<file path="src/rtl/uart_bridge_pkg.sv">
// Shared constants and state encodings for the UART-to-register-bus bridge.
package uart_bridge_pkg;

  localparam logic [7:0] CMD_WRITE = 8'h57;
  localparam logic [7:0] CMD_READ  = 8'h52;
  localparam logic [7:0] RSP_ACK   = 8'h4B;
  localparam logic [7:0] RSP_ERR   = 8'h45;

  typedef enum logic [2:0] {
    StIdle,
    StAddr,
    StWdata,
    StBusWr,
    StBusRd,
    StResp
  } state_e;

  typedef enum logic [1:0] {
    RspAck,
    RspErr,
    RspData
  } resp_e;

endpackage

</file>
<file path="src/rtl/uart_bus_bridge.sv">
// Byte-command parser that turns UART frames into single-beat register-bus reads/writes
// and streams the acknowledge or read data back to a UART transmitter.
module uart_bus_bridge
  import uart_bridge_pkg::*;
#(
  parameter int unsigned TIMEOUT_CYCLES = 1_000_000,
  parameter int unsigned TO_W           = 20
) (
  input  logic        clk_i,
  input  logic        rst_i,
  input  logic [7:0]  rx_byte,
  input  logic        rx_valid,
  output logic [7:0]  tx_byte,
  output logic        tx_valid,
  input  logic        tx_ready,
  output logic        ren,
  output logic        we,
  output logic [7:0]  addr,
  output logic [31:0] wdata,
  input  logic [31:0] rdata,
  output logic        busy,
  output logic        err_o
);

  localparam logic [TO_W-1:0] ToMax = TO_W'(TIMEOUT_CYCLES - 1);

  state_e          state_q, state_d;
  resp_e           resp_q, resp_d;
  logic            is_wr_q, is_wr_d;
  logic [1:0]      cnt_q, cnt_d;
  logic [7:0]      addr_q, addr_d;
  logic [31:0]     wdata_q, wdata_d;
  logic [31:0]     rdata_q, rdata_d;
  logic [TO_W-1:0] to_q, to_d;
  logic            err_q, err_d;
  logic            last_byte;

  always_ff @(posedge clk_i or posedge rst_i) begin
    if (rst_i) begin
      state_q <= StIdle;
      resp_q  <= RspAck;
      is_wr_q <= 1'b0;
      cnt_q   <= '0;
      addr_q  <= '0;
      wdata_q <= '0;
      rdata_q <= '0;
      to_q    <= '0;
      err_q   <= 1'b0;
    end else begin
      state_q <= state_d;
      resp_q  <= resp_d;
      is_wr_q <= is_wr_d;
      cnt_q   <= cnt_d;
      addr_q  <= addr_d;
      wdata_q <= wdata_d;
      rdata_q <= rdata_d;
      to_q    <= to_d;
      err_q   <= err_d;
    end
  end

  // cnt_q indexes wdata bytes while parsing and response bytes while transmitting
  assign last_byte = (resp_q != RspData) || (cnt_q == 2'd3);

  always_comb begin
    state_d  = state_q;
    resp_d   = resp_q;
    is_wr_d  = is_wr_q;
    cnt_d    = cnt_q;
    addr_d   = addr_q;
    wdata_d  = wdata_q;
    rdata_d  = rdata_q;
    to_d     = to_q;
    err_d    = 1'b0;
    tx_valid = 1'b0;
    tx_byte  = '0;
    we       = 1'b0;
    ren      = 1'b0;
    unique case (state_q)
      StIdle: begin
        to_d  = '0;
        cnt_d = '0;
        if (rx_valid) begin
          if (rx_byte == CMD_WRITE) begin
            is_wr_d = 1'b1;
            state_d = StAddr;
          end else if (rx_byte == CMD_READ) begin
            is_wr_d = 1'b0;
            state_d = StAddr;
          end else begin
            resp_d  = RspErr;
            err_d   = 1'b1;
            state_d = StResp;
          end
        end
      end
      StAddr, StWdata: begin
        // A byte arriving in the expiry cycle takes priority over the timeout
        if (rx_valid) begin
          to_d = '0;
          if (state_q == StAddr) begin
            addr_d  = rx_byte;
            cnt_d   = '0;
            state_d = is_wr_q ? StWdata : StBusRd;
          end else begin
            wdata_d[{cnt_q, 3'b000} +: 8] = rx_byte;
            cnt_d = cnt_q + 2'd1;
            if (cnt_q == 2'd3) state_d = StBusWr;
          end
        end else if (to_q == ToMax) begin
          to_d    = '0;
          err_d   = 1'b1;
          state_d = StIdle;
        end else begin
          to_d = to_q + 1'b1;
        end
      end
      StBusWr: begin
        we      = 1'b1;
        err_d   = rx_valid;
        resp_d  = RspAck;
        cnt_d   = '0;
        state_d = StResp;
      end
      StBusRd: begin
        ren     = 1'b1;
        err_d   = rx_valid;
        rdata_d = rdata;
        resp_d  = RspData;
        cnt_d   = '0;
        state_d = StResp;
      end
      StResp: begin
        tx_valid = 1'b1;
        err_d    = rx_valid;
        unique case (resp_q)
          RspAck:  tx_byte = RSP_ACK;
          RspErr:  tx_byte = RSP_ERR;
          default: tx_byte = rdata_q[{cnt_q, 3'b000} +: 8];
        endcase
        if (tx_ready) begin
          if (last_byte) state_d = StIdle;
          else           cnt_d   = cnt_q + 2'd1;
        end
      end
      default: state_d = StIdle;
    endcase
  end

  assign addr  = addr_q;
  assign wdata = wdata_q;
  assign busy  = (state_q != StIdle);
  assign err_o = err_q;

endmodule

</file>
<file path="config.mk">
export PLATFORM = sky130hd
export DESIGN_NAME = uart_bus_bridge
export DESIGN_NICKNAME = d
export VERILOG_FILES = /design/src/rtl/uart_bridge_pkg.sv /design/src/rtl/uart_bus_bridge.sv
export SDC_FILE = /design/constraint.sdc
export NUM_CORES = 1
export LEC_CHECK = 0
export CORE_AREA = 4 4 116 118
export DETAILED_ROUTE_END_ITERATION = 8
export DIE_AREA = 0 0 120 122
export PLACE_DENSITY = 0.63
export SLEW_MARGIN = 25
export SYNTH_ARGS = -nofsm -noshare
export SYNTH_HDL_FRONTEND = slang
export SYNTH_SLANG_ARGS = --single-unit
</file>
<file path="constraint.sdc">
create_clock -name clk_i -period 3.35 [get_ports clk_i]
set_input_delay 0.67 -clock clk_i [delete_from_list [all_inputs] [get_ports clk_i]]
set_output_delay 0.67 -clock clk_i [all_outputs]
set_load 0.01 [all_outputs]
</file>
======== Yosys cells after proc, flatten, opt, wreduce, memory -nomap -nowiden ========
Cells that the tools add are included.
storage, ports and cells
  input port bits ......................... 44
  output and inout port bits .............. 53
  register bits ........................... 101
  word-level logic and storage cells ...... 91
operators by class
  shifts and indexed selects .............. 3
  multiplexer cells ....................... 37
  equal/unequal tests ..................... 20
  bitwise logic cells ..................... 1
  add/sub/neg operators ................... 3
  reduce and logical (&&, ||, !) cells .... 18
operators with widths
  operator                                               number
  two-way mux 20 bit                                     2
  case mux 20 bit (2 select lines)                       1
  bitwise mux 32 bit                                     1
  variable shift 8 x 7 -> 32 bit (first input constant)  1
  indexed part select 32 x 6 -> 8 bit                    1
  indexed part select 8 x 7 -> 32 bit                    1
  two-way mux 3 bit                                      10
  adder 20 x 1 -> 20 bit (second input constant)         1
  equality test 20 bit (second input constant)           1
  equality test 8 x 7 -> 1 bit (second input constant)   2
  != test 2 bit (second input constant)                  8
  case mux 8 bit (2 select lines)                        1
  two-way mux 2 bit                                      7
  case mux 2 bit (3 select lines)                        2
  case mux 3 bit (4 select lines)                        1
  two-way mux 1 bit                                      10
  AND reduction 3 bit                                    3
  nonzero test 3 bit                                     3
  two-way mux 8 bit                                      1
  AND reduction 4 bit                                    2
  negation 5 -> 7 bit                                    1
  equality test 3 x 2 -> 1 bit (second input constant)   2
  equality test 3 bit (second input constant)            2
  OR reduction 3 bit                                     2
  other kinds (14)                                       16

======== Depth between registers and ports, before layout ========
Gate-level depths: netlist (run 1).
  depth after elaboration ................. 5
  mapped depth ............................ 8
  gate-level depth less buffers ........... 6

======== Least setup slack after synthesis (run 1) ========
Ideal clock, no wire load.
  kind .................................... register to output
  start ................................... register cnt_q[0]
  end ..................................... output port tx_byte[2]
  arrival time ............................ 1.469 ns
  slack ................................... 1.211 ns
  cell stages (with the launch flop) ...... 5
  path buffers ............................ 1
  path through ............................ dfrtp_1 -> buf_2 -> mux4_2 -> mux2i_1 -> nor2_1
between the ends
  longest elaborated chain between the ends .. 3
RTL lines
  element                              RTL line                RTL
  start, declared                      uart_bus_bridge.sv:30   logic [1:0] cnt_q, cnt_d;
  start signal, assigned               uart_bus_bridge.sv:53   cnt_q <= cnt_d;
  indexed part select 32 x 6 -> 8 bit  uart_bus_bridge.sv:139  default: tx_byte = rdata_q[{cnt_q, 3'b000} +: 8];
  case mux 8 bit (2 select lines)      uart_bus_bridge.sv:136  unique case (resp_q)
  two-way mux 8 bit                    uart_bus_bridge.sv:79   unique case (state_q)
  end, declared                        uart_bus_bridge.sv:13   output logic [7:0] tx_byte,
Every way passes these cells.

======== Worst setup path after layout (run 1) ========
Same ends and word-level chain as after synthesis.

==> impl_metrics.ini, run 1 <==
[outcome]
outcome = completed

[yosys]
ys_top_cells_by_area = dfrtp_1, mux2_2, nand2_1
yosysSeqAreaShare_pct = 51.7
yosysMostFrequentCell = dfrtp_1
yosys_register_bits = 101
synth-warning-count = 0
syn-num-nets = 516
ys_top_cells_by_count = dfrtp_1, nand2_1, o21ai_0
synth-edff-count = 0
yosys.area.top_type = dfrtp_1
syn-cell-area_um2 = 4890
synth_cell_types = 52
yosysTopAreaCellShare_pct = 51.7
synth-main-ff-cell = dfrtp_1
syn_avg_cell_area_um2 = 10.5
async_flop_share_pct = 100
synth_cells = 465

[floorplan]
initial_core_util_pct = 39.2
std_cell_rows = 41
die_w_um = 120
die_h_um = 122
boundaryPins = 97
dieArea_um2 = 14600
core-area_um2 = 12500

[cts]
post_cts_buffers = 0
numCtsBuffers = 9
cts_resized = 0
cts_sinks = 101
postCtsHoldBufs = 0
clk-insertion-delay-late_ns = 0.35
htreeDepth = 3
cts_root_buf = clkbuf_16
cts_tree = yes
clock_path_buffers = 2
path_clk_slew_ns = 0.07

[placed_design]
place_hpwl_um = 8600
place.gp.congestion = 0.777
place_ws_ns = 0.678
placedCellCount = 721
io_buffers = 96

[worst_setup_path]
path_buf_inv = 1
worstSetupStartpointType = register
critPathArrivalTime_ns = 2.34
crit_chain = mux4_2 > mux2i_1 > nor2_1 > clkdlybuf4s50_1
worstSetupPathType = register to output pin
worst_path_dominant_cell_family = multiplexers
r2r-start = cnt_q[0]
critical-path-slowest-cell = dfrtp_1
critPathCaptureType = output pin
critPathRequiredTime_ns = 2.68
cpPeakStageDelay_ns = 0.70
critPathLaunch = cnt_q[0]
path_max_fanout = 9

[timing]
period_needed_ns = 3.01
fin_worst_skew_ns = 0.00712
fin_setup_tns_ns = 0
finalSetupViolations = 0
hold_violations = 0
fmax_mhz = 333
relSlewSlack_pct = 55.5
tightest_slew_ns = 0.668
slew_violations = 0
rsz0062_at_grt = false
fin_ws_ns = 0.344
finalCritPeriodShare_pct = 89.7

[cells_and_area]
nets = 611
num_antenna_cells = 0
instances_no_fill = 737
area_growth_pct = 29.7
drive_above_1_share_pct = 14.3
nFillCells = 1129

[power_and_ir_drop]
power_leakage_uw = 0.00257
p_per_area_nw_per_um2 = 730
peakVddDrop_v = 0.000417
finalPower_uw = 4630

[global_route]
grt_pass1_wl_um = 20000
grt_use_total_pct = 17.2
overflow = 0
grt_pass1_vias = 3989
antenna_found_initial = 0
grt_max_degree = 56

[worst_hold_path]
hold_path.class = register to register
hold_start = wdata[4]

[detailed_routing]
vias_per_cell = 5.18
wl_per_cell_um = 16.2
wl_um = 12000
drtIter0Drc = 190
dr_total_vias = 3821
ant_nets = 0
post-route-drc-count = 0
drtPass1Iterations = 4

[job]
max_cap_viol_count = 0
cells in the final DEF (no fill, tap or decap), drive strengths merged, types with 2 or more instances in the layout:
cell type,instances
nand2,89
a31oi,9
nor4,3
and3,9
nor4bb,2
nor3b,4
buf,12
nand2b,4
a41oi,2
nor2,18
nand3,12
mux2,41
or4,2
or3,2
inv,13
a21oi,21
nand4,7
clkinv,2
o21ai,53
clkbuf,11
dfrtp,101
mux2i,3
nor2b,3
nor3,7
mux4,8
ha,7
clkdlybuf4s50,96
xor2,5
and4b,3
metrics by stage:
step / utilization, % / hold slack, ns / cell area [µm²]
6_report: 50.8 / 0.487 / 6340
5_1_grt: 50.8 / 0.511 / 6340
4_1_cts: 50.8 / 0.489 / 6340
3_5_place_dp: 48.5 / 0.473 / 6040
3_3_place_gp: 48.5 / 0.466 / 6040
2_1_floorplan: - / 0.444 / 4890
worst register-to-register path: cells and delay by family (launching register included):
| kind | cells | cell delay [ns] |
|---|---|---|
| AND/OR/NAND/NOR | 2 | 0.60 |
| flip-flops | 1 | 0.70 |
| buffers and inverters | 2 | 0.38 |
| adder cells (fa/ha/maj) | 1 | 0.38 |
| AO/OA/AOI/OAI | 1 | 0.18 |
power breakdown:
group	switching, µW	leakage [µW]	internal [µW]	total [µW]
sequential	231	0.00130	1530	1760
clock	457	0.000140	583	1040
combinational	849	0.00113	979	1830
state kept, by name (all words and copies together), names as in the netlist:
register  flops
rdata_q      32
wdata        32
to_q         20
addr          8
state_q       3
cnt_q         2
resp_q        2
err_o         1
is_wr_q       1
layer usage:
layer	global-route usage [%]	up-vias	share of wire, %
li1	-	1832	-
met3	4.78	10	4.9
met2	28.1	76	49
met5	0	-	0
met4	6.08	0	1.4
met1	22.1	1903	44
logic make-up (layout without fill, tap and decap cells):
kind of cell             count (synthesis)  in the layout  share of synthesized area [%]
flip-flops                             101            101                           51.7
AND/OR/NAND/NOR                        170            170                           17.2
AO/OA/AOI/OAI                           94             94                           11.3
buffers and inverters                   36            136                           3.30
XOR/XNOR                                 5              5                          0.896
multiplexers                            52             52                           13.8
adder cells (fa/ha/maj)                  7              7                           1.79
layout make-up:
class                      count  area (µm²)  area share (%)
inverter                      12        47.5           0.750
tap                          172         215            3.40
timing repair buffer         108        1050            16.6
clock buffer                  11         233            3.67
multi-input combinational    328        2200            34.8
clock inverter                 5        60.1           0.948
sequential                   101        2530            39.9
worst paths after layout:
path                          endpoint  slack (ns)  cells past startpoint
max in group asynchronous  rdata_q[19]        1.84                      3
min in group asynchronous    wdata[16]        0.77                      2
min                           wdata[4]        0.49                      2
max                         tx_byte[2]        0.34                      4
min reg2reg                   wdata[4]        0.49                      2
max reg2reg                  wdata[29]        1.01                      6
(Power assumes the default switching activity.)
==> inputs of run 2 (changes only) <==
Settings changed: CORE_AREA 4 4 116 118 to 4 4 140 142, DIE_AREA 0 0 120 122 to 0 0 144 146, PLACE_DENSITY 0.63 to 0.45.
==> run 2 against run 1 <==
Against the previous run:
- worst setup slack improved by 0.0016 ns
- critical path depth unchanged
- wire length increased by 11%
- clock-buffer cell count increased by 1
- sequential cell count unchanged
- via count decreased by 1.2%
- clock power decreased by 5%
- critical path type unchanged
==> impl_metrics.ini, run 2 (synthesis results as in run 1) <==
[outcome]
outcome = completed

[floorplan]
die_w_um = 144
std_cell_rows = 50
initial_core_util_pct = 26.5
dieArea_um2 = 21000
core-area_um2 = 18500
boundaryPins = 97
die_h_um = 146

[placed_design]
place.gp.congestion = 0.806
io_buffers = 96
place_hpwl_um = 9500
place_ws_ns = 0.673

[worst_hold_path]
hold_path.class = register to register
min_path_cells = 2

[timing]
slew_violations = 0
finalSetupViolations = 0
rsz0062_at_grt = false
relSlewSlack_pct = 58.4
fin_ws_ns = 0.345
tightest_slew_ns = 0.623
fmax_mhz = 333
fin_setup_tns_ns = 0
finalCritPeriodShare_pct = 89.7
hold_violations = 0
period_needed_ns = 3.00
whs_ns = 0.485
fin_worst_skew_ns = 0.00523

[cts]
cts_resized = 0
numCtsBuffers = 9
htreeDepth = 3
path_clk_slew_ns = 0.07
cts_sinks = 101
clk-insertion-delay-late_ns = 0.35
postCtsHoldBufs = 0
cts_tree = yes
cts_root_buf = clkbuf_16
clock_path_buffers = 2
post_cts_buffers = 0

[worst_setup_path]
reg2reg_to = wdata[11]
reg2reg_depth = 6
critPathArrivalTime_ns = 2.33
critical-path-slowest-cell = dfrtp_1
worstSetupPathType = register to output pin
critPathCaptureType = output pin
critPathLaunch = cnt_q[0]
crit_chain = mux4_2 > mux2i_1 > nor2_1 > clkdlybuf4s50_1
r2r-start = cnt_q[0]
critPathRequiredTime_ns = 2.68
path_max_fanout = 9
worstSetupStartpointType = register
crit_path_end = tx_byte[2]
rrSetupSlack_ns = 1.01
cpPeakStageDelay_ns = 0.71

[cells_and_area]
nFillCells = 1819
area_growth_pct = 30.8
final_common_cell = dfrtp_1
layout_common_cells = dfrtp_1, clkdlybuf4s50_1, nand2_1, o21ai_0, mux2_2
nets = 609
seqCellArea_um2 = 2530
num_antenna_cells = 0
multi_input_area_um2 = 2200
drive_above_1_share_pct = 14.0

[detailed_routing]
post-route-drc-count = 0
dr_total_vias = 3774
ant_nets = 0
drtPass1Iterations = 4
drtIter0Drc = 266
wl_um = 13200
wl_per_cell_um = 16.6
vias_per_cell = 4.74

[power_and_ir_drop]
switching_share_pct = 33.9
p_sw_uw = 1550
p_per_area_nw_per_um2 = 718
power_leakage_uw = 0.00256
clockPowerShare_pct = 21.5
p_seq_share_pct = 38.5
power_frac_comb_pct = 40.0
peakVddDrop_v = 0.000350
p_int_uw = 3030

[global_route]
overflow = 0
grt_use_total_pct = 13.2
grt_max_degree = 45
grt_pass1_vias = 3947
antenna_found_initial = 0
grt_pass1_wl_um = 22000

[job]
max_cap_viol_count = 0
[run 2: worst min-delay path by stage]
stage                      from           to
floorplan              to_q[19]     to_q[19]
global placement      wdata[22]    wdata[22]
detailed placement    wdata[21]    wdata[21]
CTS                   wdata[21]    wdata[21]
global route        rdata_q[11]  rdata_q[11]
finish                wdata[21]    wdata[21]
[run 2: power by group through the flow]
stage	registers (µW)	clock network, µW	logic, µW
2_1_floorplan	1710	0	1210
3_3_place_gp	1790	0	1840
3_5_place_dp	1790	0	1860
4_1_cts	1770	1030	1870
5_1_grt	1810	1080	2040
6_report	1760	985	1840
[run 2: final cells by class]
| type | count | share of cell area [%] |
|---|---|---|
| clock buffers | 12 | 3.86 |
| repair buffers | 106 | 16.4 |
| clock inverters | 4 | 0.372 |
| inverters | 12 | 0.744 |
| multi-input cells | 328 | 34.5 |
| flip-flops and latches | 101 | 39.6 |
| well taps | 234 | 4.58 |
[run 2: metrics by stage]
stage / power (µW) / instance area, µm² / utilization, % / std cells
3_5_place_dp: 3650 / 6120 / 33.2 / 781
3_3_place_gp: 3630 / 6120 / 33.2 / 781
6_report: 4590 / 6390 / 34.6 / 797
5_1_grt: 4930 / 6390 / 34.6 / 797
4_1_cts: 4670 / 6390 / 34.6 / 797
2_1_floorplan: 2920 / 4890 / - / 465
[run 2: critical path, delay by kind of cell, from the launching register on]
| kind | cells | cell delay, ns |
|---|---|---|
| buffers and inverters | 1 | 0.49 |
| flip-flops | 1 | 0.71 |
| multiplexers | 2 | 0.72 |
| AND/OR/NAND/NOR | 1 | 0.06 |
[run 2: routing by layer]
| metal | up-vias | part of all wire [%] | GRT usage [%] |
|---|---|---|---|
| li1 | 1827 | - | - |
| met3 | 10 | 5.3 | 4.17 |
| met4 | 0 | 0.91 | 3.67 |
| met1 | 1867 | 46 | 18.1 |
| met2 | 70 | 48 | 20.2 |
| met5 | - | 0 | 0 |
==> inputs of run 3 (changes only) <==
Settings changed: PLACE_DENSITY 0.45 to 0.44.
Clock period 3.35 ns to 3.5 ns, I/O delays scaled along.
==> run 3 against run 2 <==
Against the previous run:
- total power shrank 4.5%
- sequential cell count unchanged
- critical path depth did not move
- clock skew is essentially flat
- global-route usage decreased by 0.26 points
- largest cell class unchanged
- sequential power down 3%
- first-iteration DRC count fell by 1.5%
- largest power group unchanged
- design area is 0.22% lower
==> impl_metrics.ini, run 3 (synthesis results as in run 1) <==
[outcome]
outcome = completed

[cts]
path_clk_slew_ns = 0.07
cts_sinks = 101
cts_tree = yes
clock_path_buffers = 2
post_cts_buffers = 0
clk-insertion-delay-late_ns = 0.34
postCtsHoldBufs = 0
cts_resized = 0
htreeDepth = 3
cts_root_buf = clkbuf_16
numCtsBuffers = 9

[cells_and_area]
nets = 608
area_growth_pct = 30.5
layout_common_cells = dfrtp_1, clkdlybuf4s50_1, nand2_1, o21ai_0, mux2_2
drive_above_1_share_pct = 13.9
final_common_cell = dfrtp_1
num_antenna_cells = 0

[worst_setup_path]
crit_chain = mux4_2 > nor2_1 > nor2_1 > clkdlybuf4s50_1
critPathArrivalTime_ns = 2.34
path_max_fanout = 9
critPathCaptureType = output pin
worstSetupStartpointType = register
critical-path-slowest-cell = dfrtp_1
cp_common_cell = nor2_1
worstSetupPathType = register to output pin
critPathRequiredTime_ns = 2.80
cpPeakStageDelay_ns = 0.71

[global_route]
grt_max_degree = 42
antenna_found_initial = 0
overflow = 0
grt_pass1_vias = 3976
grt_use_total_pct = 13.0
grt_pass1_wl_um = 21600

[power_and_ir_drop]
power_leakage_uw = 0.00255
p_per_area_nw_per_um2 = 687
peakVddDrop_v = 0.000434

[placed_design]
place.gp.congestion = 0.780
place_hpwl_um = 9440
io_buffers = 96
place_ws_ns = 0.792

[detailed_routing]
dr_total_vias = 3829
wl_per_cell_um = 16.7
vias_per_cell = 4.81
post-route-drc-count = 0
ant_nets = 0
drtIter0Drc = 262
drtPass1Iterations = 4
wl_um = 13300

[floorplan]
die_h_um = 146
die_w_um = 144
std_cell_rows = 50
initial_core_util_pct = 26.5
core-area_um2 = 18500
dieArea_um2 = 21000
boundaryPins = 97

[timing]
slew_violations = 0
finalSetupViolations = 0
tightest_slew_ns = 0.636
relSlewSlack_pct = 57.6
hold_violations = 0
fin_ws_ns = 0.456
fin_worst_skew_ns = 0.00480
finalCritPeriodShare_pct = 87.0
period_needed_ns = 3.04
fin_setup_tns_ns = 0
rsz0062_at_grt = false
fmax_mhz = 329

[job]
max_cap_viol_count = 0

[worst_hold_path]
hold_path.class = register to register
==> run 3: changes by cell type in the layout (fill, tap and decap cells not counted), sizes merged <==
| cell | change |
|---|---|
| clkinv | -1 |
| inv | +1 |
| buf | -1 |
==> run 3: path summary, 6_finish.rpt <==
path                                  start          end  slack [ns]  cells past startpoint
min in group asynchronous             rst_i    wdata[26]        0.77                      2
worst min register to register  rdata_q[13]  rdata_q[13]        0.48                      1
worst min-delay path            rdata_q[13]  rdata_q[13]        0.48                      1
worst max-delay path               cnt_q[0]   tx_byte[0]        0.46                      4
worst max register to register     cnt_q[0]    wdata[14]        1.13                      6
max in group asynchronous             rst_i  rdata_q[23]        2.02                      3
==> run 3: area by class of cell <==
cell class / instances / area (µm²)
fill: 1833 / 12100
sequential: 101 / 2530
multi-input combinational: 328 / 2210
timing repair buffer: 105 / 1040
tap: 234 / 293
clock buffer: 12 / 236
inverter: 12 / 47.5
clock inverter: 4 / 23.8
==> run 3: where the power goes <==
group	leakage, µW	switching, µW	internal [µW]
logic	0.00112	824	931
clock network	0.000131	442	483
registers	0.00130	237	1460
==> run 3: worst max-delay path: cells and delay by family (launching register included) <==
family                 cells  cell delay [ns]
and+or+nand+nor            2             0.23
DFF                        1             0.71
muxes                      1             0.57
buffers and inverters      1             0.49
==> run 3: routing by layer <==
| layer | up-vias | wire (µm) | track usage [%] |
|---|---|---|---|
| met5 | - | 0 | 0 |
| met4 | 0 | 303 | 5.04 |
| met3 | 21 | 876 | 3.88 |
| met2 | 107 | 6120 | 19.6 |
| met1 | 1871 | 5960 | 17.3 |
| li1 | 1830 | - | - |
==> run 3: stage by stage <==
step	power (µW)	hold slack, ns	util [%]	instance area [µm²]	instances
after floorplan	2790	0.444	-	4890	465
after global placement	3470	0.465	33.1	6110	780
after detailed placement	3490	0.474	33.1	6110	780
after CTS	4440	0.490	34.5	6370	796
after global routing	4680	0.513	34.5	6380	796
final	4380	0.484	34.5	6380	796
